==> src/rtl/mic1_step_controller.sv <==
// mic1_step_controller: single-step and auto-repeat clock-enable sequencer for the MIC-1 core
module mic1_step_controller #(
   parameter int HOLD_CYCLES   = 5_000_000,
   parameter int REPEAT_CYCLES = 500_000,
   parameter int CNT_W         = 24
) (
   input  logic        clk,
   input  logic        rst_n,
   input  logic        btn_level,
   input  logic        cpu_halt,
   output logic        step_pulse,
   output logic        repeat_active,
   output logic [15:0] step_count
);
   typedef enum logic [1:0] {IDLE, HOLD, REPEAT} state_t;
   localparam logic [CNT_W-1:0] HOLD_LAST = CNT_W'(HOLD_CYCLES - 1);
   localparam logic [CNT_W-1:0] REP_LAST  = CNT_W'(REPEAT_CYCLES - 1);
   state_t           state, state_nx;
   logic [CNT_W-1:0] cnt, cnt_nx;
   logic             fire, issue;
   assign issue = fire & ~cpu_halt;
   // next state and interval count; release wins over a terminal count
   always_comb begin
      state_nx = state;
      cnt_nx   = '0;
      fire     = 1'b0;
      case (state)
         IDLE: begin
            if (btn_level) begin
               state_nx = HOLD;
               fire     = 1'b1;
            end
         end
         HOLD: begin
            if (!btn_level) state_nx = IDLE;
            else if (cnt == HOLD_LAST) begin
               state_nx = REPEAT;
               fire     = 1'b1;
            end else cnt_nx = cnt + 1'b1;
         end
         REPEAT: begin
            if (!btn_level) state_nx = IDLE;
            else if (cnt == REP_LAST) fire = 1'b1;
            else cnt_nx = cnt + 1'b1;
         end
         default: state_nx = IDLE;
      endcase
   end
   // state register and registered outputs; halt only masks the strobe, not the sequencing
   always_ff @(posedge clk or negedge rst_n) begin
      if (!rst_n) begin
         state         <= IDLE;
         cnt           <= '0;
         step_pulse    <= 1'b0;
         repeat_active <= 1'b0;
         step_count    <= '0;
      end else begin
         state         <= state_nx;
         cnt           <= cnt_nx;
         step_pulse    <= issue;
         repeat_active <= (state_nx == REPEAT);
         step_count    <= step_count + 16'(issue);
      end
   end
endmodule

==> config.mk <==
export PLATFORM = sky130hd
export DESIGN_NAME = mic1_step_controller
export DESIGN_NICKNAME = d
export VERILOG_FILES = /design/src/rtl/mic1_step_controller.sv
export SDC_FILE = /design/constraint.sdc
export NUM_CORES = 1
export LEC_CHECK = 0
export ABC_AREA = 1
export CAP_MARGIN = 10
export CORE_ASPECT_RATIO = 1.2
export CORE_UTILIZATION = 57
export DETAILED_ROUTE_END_ITERATION = 16
export PLACE_DENSITY = 0.88
export REMOVE_ABC_BUFFERS = 1
export SYNTH_ARGS = -nofsm -noshare
export SYNTH_HDL_FRONTEND = slang
export SYNTH_SLANG_ARGS = --single-unit
==> constraint.sdc <==
create_clock -name clk -period 3.5 [get_ports clk]
set_clock_uncertainty 0.2 [all_clocks]
set_input_delay 0.7 -clock clk [delete_from_list [all_inputs] [get_ports clk]]
set_output_delay 0.7 -clock clk [all_outputs]
set_load 0.005 [all_outputs]
# After elaboration in Yosys (flattened, before gate mapping)
# Index checks and enable logic that the tools add are counted.
# totals
reg_bits,44
latch_bits,0
mem_bits_rw,0
romBits,0
in_bits,4
out_inout_bits,18
elab_cells,31
memories,0
# op_classes
add_sub_neg,2
n_mul,0
n_div,0
n_lt_le_gt_ge,0
n_eq_ne,5
shifts,0
mux,16
n_bitwise,2
n_reduce_logical,1
# ops
cell,count
$mux 24,4
$pmux 24 s2,1
$add 24x1->24 const B,1
$eq 24x19->1 const B,1
$eq 24x23->1 const B,1
$add 16x1->16,1
$mux 2,4
$pmux 2 s3,1
$mux 1,5
$eq 2x2->1 const B,2
$pmux 1 s3,1
$eq 2x1->1 const B,1
$logic_not 2->1,1
$and 1x1->1,1
$not 1->1,1

# Longest topological paths before layout
# Gate-level depths: netlist (run 1).
# logic_depth
depth_word,6
depth_mapped,16
depth_no_buf,16

# Worst setup path after synthesis (run 1)
# No wires, ideal clock.
# synth_timing
path_kind,reg-to-reg
from,reg cnt[0]
to,reg step_count[14]
setup_ns,0.123
arrival_ns,2.340
required_time_ns,3.177
path_slack_ns,0.837
stages_incl_launch_ff,16
synth_period_minus_slack_ns,2.663
cell_sequence,dfrtp_1 > ha_1 > nand3_2 > nor2_1 > nand3_1 > nand2_1 > nand3_1 > a21oi_1 > ha_1 > ha_1 > nand3_1 > nor3_1 > nand3_1 > nor2_1 > nand2_1 > xnor2_1
# synth_between
elab_chain_cells,6
# synth_lines
element,line_no,source
start: declaration,19,"logic [CNT_W-1:0] cnt, cnt_nx;"
start signal: assignment,59,cnt <= cnt_nx;
$eq 24x19->1 / $eq 24x23->1 (equally long branches),"43, 36",
"$mux 1, on equally long branches","43, 36",
"$mux 1, on equally long branches","42, 35",
$pmux 1 s3 *,27,case (state)
$and 1x1->1 *,21,assign issue = fire & ~cpu_halt;
net issue,20,"logic fire, issue;"
$add 16x1->16 *,62,step_count <= step_count + 16'(issue);
end signal: assignment,62,
end: declaration,13,output logic [15:0] step_count
# Mark *: on every way through the listed nets, which the timed path passes. The rest lies on a longest branch.

# Worst setup path after layout (run 1)
# Ends and elaborated chain as after synthesis.

==> results.ini, run 1 <==
[outcome]
outcome = completed

[layout]
area_growth_pct = 15.16
antenna-diode-count = 0
multi_input_area_um2 = 1147
drive_gt1_share_pct = 6.061
fin_util_pct = 69.56
seq_area_um2 = 1101
fillerInstances = 345
post-route-cell-area_um2 = 2785
final_cell_mix = nor2_1 (63), nand2_1 (61), dfrtp_1 (44)
fin_nets = 340
final_common_cell = nor2_1

[placement]
placed_area_um2 = 2664
portBuffers = 21
dpl.hpwl_mm = 3.730
detailedPlace.worstSlack_ps = 344.1
place_congestion = 0.9330

[pwr]
ir_drop_mv = 0.2966
cellPowerDensity_nw_per_um2 = 449.6
internal-power_uw = 897.5
clockPowerShare_pct = 32.9
comb_power_share_pct = 18.9
pwr-share-seq_pct = 48.2
power.switching_uw = 354.6
p_leak_uw = 0.001280
switching_share_pct = 28.32

[timing]
rsz0062_at_grt = no
hold_viol = 0
period_share_pct = 88.22
finalWorstSetupSlack_ps = 412.4
worstMarginPinSlew_ps = 952.0
period_minus_slack_ps = 3088
fin_tns_setup_ps = 0
final-setup-viol-count = 0
drv_slew = 0
max_slew_margin_pct = 36.53
hold_slack_ps = 266.0
max_freq_ghz = 0.3239

[synth]
ys_seq_area_share_pct = 45.53
ys_types = 22
synth_top_family_by_area = simple AND/OR/NAND/NOR gates
syn_area_um2 = 2419
synth_compound_area_share_pct = 1.397
synth_xor_xnor_area_share_pct = 10.86
synthAdderAreaFrac_pct = 3.621
synthCells = 304
synthMuxAreaShare_pct = 0
synth-simple-area-share_pct = 31.56
yosys_warnings = 0
syn_area_per_cell_um2 = 7.956
ys_ff_latch = 44

[routing]
detail-route-antenna-nets = 0
vias = 2008
route.detailed.drc = 0
drt-initial-drc-count = 116
vias_per_cell = 5.229
first_pass_iters = 4
wire_per_inst_um = 13.26
routed_wirelength_mm = 5.092

[global_route]
grt_pass1_vias = 1949
track_usage_pct = 25.90
grt_pass1_wl_mm = 8.507
antenna_found_initial = 0
grt-ovfl-total = 0
grt_max_degree = 45

[setup_path]
worstSetupEndpointType = flip-flop
cp-start-kind = flip-flop
critPathMaxFanout = 6
critPathSlowestCell = dfrtp_1
max_stage_delay_ps = 380
worst-endpoint-arrival_ps = 3080
cp_cell_sequence = ha_1 -> nand3_2 -> nor2_1 -> nand3_1 -> nand2_1 -> nand3_1 -> a21oi_1 -> ha_1 -> ha_1 -> nand3_1 -> nor3_1 -> nand3_1 -> nor2_1 -> nand2_1 -> xnor2_1
path_common_cell = nand3_1
required_ps = 3490
cp_top_family = simple AND/OR/NAND/NOR gates
path_buf_inv = 0
worstSetupPathType = reg -> reg

[cts]
htreeDepth = 2
clk_path_buf_depth = 2
postCtsSetupRepairBufs = 0
cts_made_buffers = 5
cts_hold_buf = 0
clk_latency_ps = 300
cts_tree = built
clockRootBuffer = clkbuf_8
cts_resized = 0
clkTransAtPathRegs_ps = 90
cts.sinks = 44

[floorplanning]
die_area_um2 = 4509
core_area_um2 = 4004
fp.dieH_um = 73.36
die_x_um = 61.47
io-pin-count = 22
start_util_pct = 60.41
rows = 25

[min_path]
hp-class = reg -> reg

[flow_run]
drv_cap = 0

[final timing paths]
kind	startpoint	endpoint	slack (ps)	depth (start not counted)
min in group asynchronous	rst_n	cnt[7]	340	1
min	cnt[0]	cnt[0]	270	1
min reg2reg	cnt[0]	cnt[0]	270	1
max in group asynchronous	rst_n	cnt[22]	2160	1
max	cnt[0]	step_count[14]	410	15
max reg2reg	cnt[0]	step_count[14]	410	15
[synth_stat cells]
cell type / number / area (µm²)
inv_1: 37 / 138.9
nand2_2: 2 / 12.51
nand4_1: 7 / 43.79
nand3_1: 27 / 135.1
nor2_2: 5 / 31.28
nand2_4: 1 / 11.26
o21ai_0: 1 / 5.000
nor2_1: 63 / 236.5
a311oi_1: 1 / 8.760
nand3_2: 1 / 10.01
xnor2_1: 8 / 70.07
nor3_1: 7 / 35.03
buf_2: 1 / 5.000
ha_1: 7 / 87.58
buf_6: 2 / 22.52
inv_2: 1 / 3.750
nand2_1: 61 / 229.0
xor2_1: 22 / 192.7
dfrtp_1: 44 / 1101
a21oi_1: 4 / 20.02
nor2_4: 1 / 11.26
nor3b_1: 1 / 7.510
[power by group through the flow]
stage          sequential (µW)  combinational [µW]  clock (µW)
6_report                   604                 237         412
5_1_grt                    610                 268         435
3_3_place_gp               609                 227           0
3_5_place_dp               610                 241           0
2_1_floorplan              605                 119           0
4_1_cts                    603                 241         414
[worst reg2reg max path: stages (launching register included)]
cell	delay, ps
dfrtp_1	380
ha_1	240
nand3_2	170
nor2_1	190
nand3_1	100
nand2_1	100
nand3_1	80
a21oi_1	170
ha_1	210
ha_1	210
nand3_1	160
nor3_1	220
nand3_1	150
nor2_1	180
nand2_1	90
xnor2_1	130
[area by class of cell]
class | instances | area share, %
multi-input combinational | 219 | 41.19
sequential | 44 | 39.53
timing repair buffer | 21 | 7.367
inverter | 38 | 5.121
clock buffer | 6 | 2.965
tap | 54 | 2.426
clock inverter | 2 | 1.393
[metrics by stage]
stage | cells | total power [µW]
detailed placement | 376 | 850.9
global placement | 376 | 836.6
floorplan | 301 | 724.8
CTS | 384 | 1258
finish | 384 | 1252
global route | 384 | 1313
[layer usage]
metal	up-vias	share of wire (%)	global-route usage [%]
met5	-	0	0
met4	0	3.3	12.35
met3	18	4.9	7.042
met2	55	48	42.03
met1	951	44	31.49
li1	984	-	-
[sequential cells by signal, indices dropped and copies added, names as in the netlist]
name and cells:
cnt 24, step_count 16, state 2, repeat_active 1, step_pulse 1
[cells by family (layout without fill, tap and decap cells)]
logic type	after synthesis	after routing
adder cells (fa/ha/maj)	7	7
AO/OA/AOI/OAI	6	6
buffers and inverters	41	67
flip-flops	44	44
AND/OR/NAND/NOR	176	176
XOR/XNOR	30	30
No activity file was read; power rests on OpenSTA's default activity.
==> run 2: changes to the inputs <==
--- a/constraint.sdc
+++ b/constraint.sdc
@@ -4,2 +4,2 @@
 set_output_delay 0.7 -clock clk [all_outputs]
-set_load 0.005 [all_outputs]
+set_load 0.05 [all_outputs]
==> results of run 2 <==
Same layout as run 1 (identical final DEF). Status: completed.
Main changes from that run: total power 1252 µW -> 1373 µW; worst IR drop on VDD 0.2966 mV -> 0.3673 mV
==> run 3: changes to the inputs <==
Settings changed: PLACE_DENSITY 0.88 to 0.77.
==> run 3 against run 2 <==
Sequential cell count is the same; worst hold slack lost 7.0 ps; maximum frequency grew 2.2%; worst setup slack gained 65 ps; die area is the same; clock power shrank 1%; critical path type unchanged; largest power group unchanged.
==> results.ini, run 3 (synthesis results as in run 1) <==
[timing]
period_share_pct = 86.35
drv_slew = 0
worstMarginPinSlew_ps = 921.7
finalWorstSetupSlack_ps = 477.6
max_slew_margin_pct = 38.55
hold_viol = 0
rsz0062_at_grt = no
fin_tns_setup_ps = 0
max_freq_ghz = 0.3309
final-setup-viol-count = 0
period_minus_slack_ps = 3022

[cts]
htreeDepth = 2
cts_tree = built
postCtsSetupRepairBufs = 0
clk_latency_ps = 300
clkTransAtPathRegs_ps = 80
clockRootBuffer = clkbuf_8
cts_resized = 0
clk_path_buf_depth = 2
cts_made_buffers = 5
cts.sinks = 44
cts_hold_buf = 0

[pwr]
ir_drop_mv = 0.5246
cellPowerDensity_nw_per_um2 = 487.9
p_total_uw = 1359
p_leak_uw = 0.001280

[setup_path]
worstSetupEndpointType = flip-flop
path_common_cell = nand3_1
required_ps = 3490
critPathMaxFanout = 6
critPathSlowestCell = dfrtp_1
cp_cell_sequence = ha_1 -> nand3_2 -> nor2_1 -> nand3_1 -> nand2_1 -> nand3_1 -> a21oi_1 -> ha_1 -> ha_1 -> nand3_1 -> nor3_1 -> nand3_1 -> nor2_1 -> nand2_1 -> xnor2_1
cp-start-kind = flip-flop
worst-endpoint-arrival_ps = 3020
worstSetupPathType = reg -> reg
max_stage_delay_ps = 370

[layout]
antenna-diode-count = 0
largest_register_ffs = 24
final_cells = 384
final_common_cell = nor2_1
final_cell_mix = nor2_1 (63), nand2_1 (61), dfrtp_1 (44)
area_growth_pct = 15.16
top_register = cnt
drive_gt1_share_pct = 6.061
largestRegisters = cnt (24), step_count (16), state (2)
fin_nets = 340
post-route-cell-area_um2 = 2785

[placement]
portBuffers = 21
place_congestion = 0.8800
dpl.hpwl_mm = 3.742
dp_cells = 376
placed_area_um2 = 2664
detailedPlace.worstSlack_ps = 375.6

[global_route]
grt_pass1_vias = 1880
grt-ovfl-total = 0
track_usage_pct = 25.09
grt_max_degree = 45
antenna_found_initial = 0
grt_pass1_wl_mm = 8.266

[routing]
drt-initial-drc-count = 79
routed_wirelength_mm = 4.867
detail-route-antenna-nets = 0
first_pass_iters = 4
wire_per_inst_um = 12.67
vias_per_cell = 5.073
vias = 1948
route.detailed.drc = 0

[flow_run]
drv_cap = 0

[floorplanning]
die_x_um = 61.47
fp.dieH_um = 73.36
io-pin-count = 22
core_area_um2 = 4004
die_area_um2 = 4509
start_util_pct = 60.41
rows = 25

[outcome]
outcome = completed

[min_path]
hp-class = reg -> reg

## run 3: cell counts in the layout (fill, tap and decap cells not counted)
Identical to the previous run, type by type.
## run 3: final cells by class
class	instances	area, µm²
clock inverter	2	38.79
timing repair buffer	21	205.2
tap	54	67.56
fill	379	1219
clock buffer	6	82.58
multi-input combinational	219	1147
inverter	38	142.6
sequential	44	1101
## run 3: per-layer routing
metal	track usage [%]	share of wire (%)	vias to the layer above
met1	33.94	46	903
met3	5.106	3.3	12
li1	-	-	985
met5	0	0	-
met4	11.60	2.6	0
met2	38.41	48	48
## run 3: critical path, delay by kind of cell (launching register included)
family / cells / cell delay (ps)
and+or+nand+nor: 10 / 1440
DFF: 1 / 370
adders and majority gates: 3 / 610
xor gates and xnor gates: 1 / 120
AOI/OAI and AO/OA: 1 / 170
## run 3: final timing paths
path / to / start / cells past startpoint / slack [ps]
hold reg to reg: cnt[0] / cnt[0] / 1 / 260
min in group asynchronous: cnt[21] / rst_n / 1 / 330
setup / recovery: step_count[14] / cnt[0] / 15 / 480
max in group asynchronous: step_count[0] / rst_n / 1 / 2190
setup reg to reg: step_count[14] / cnt[0] / 15 / 480
hold / removal: cnt[0] / cnt[0] / 1 / 260
## run 3: report_power, final
part           total [µW]  internal (µW)  switching [µW]
sequential            600            552            47.5
combinational         352            112             240
clock                 407            233             174
## run 3: stage by stage
step	hold slack (ps)	util, %
global placement	242.6	66.53
finish	259.1	69.56
detailed placement	252.8	66.53
floorplan	204.4	-
global route	269.1	69.56
CTS	264.2	69.56
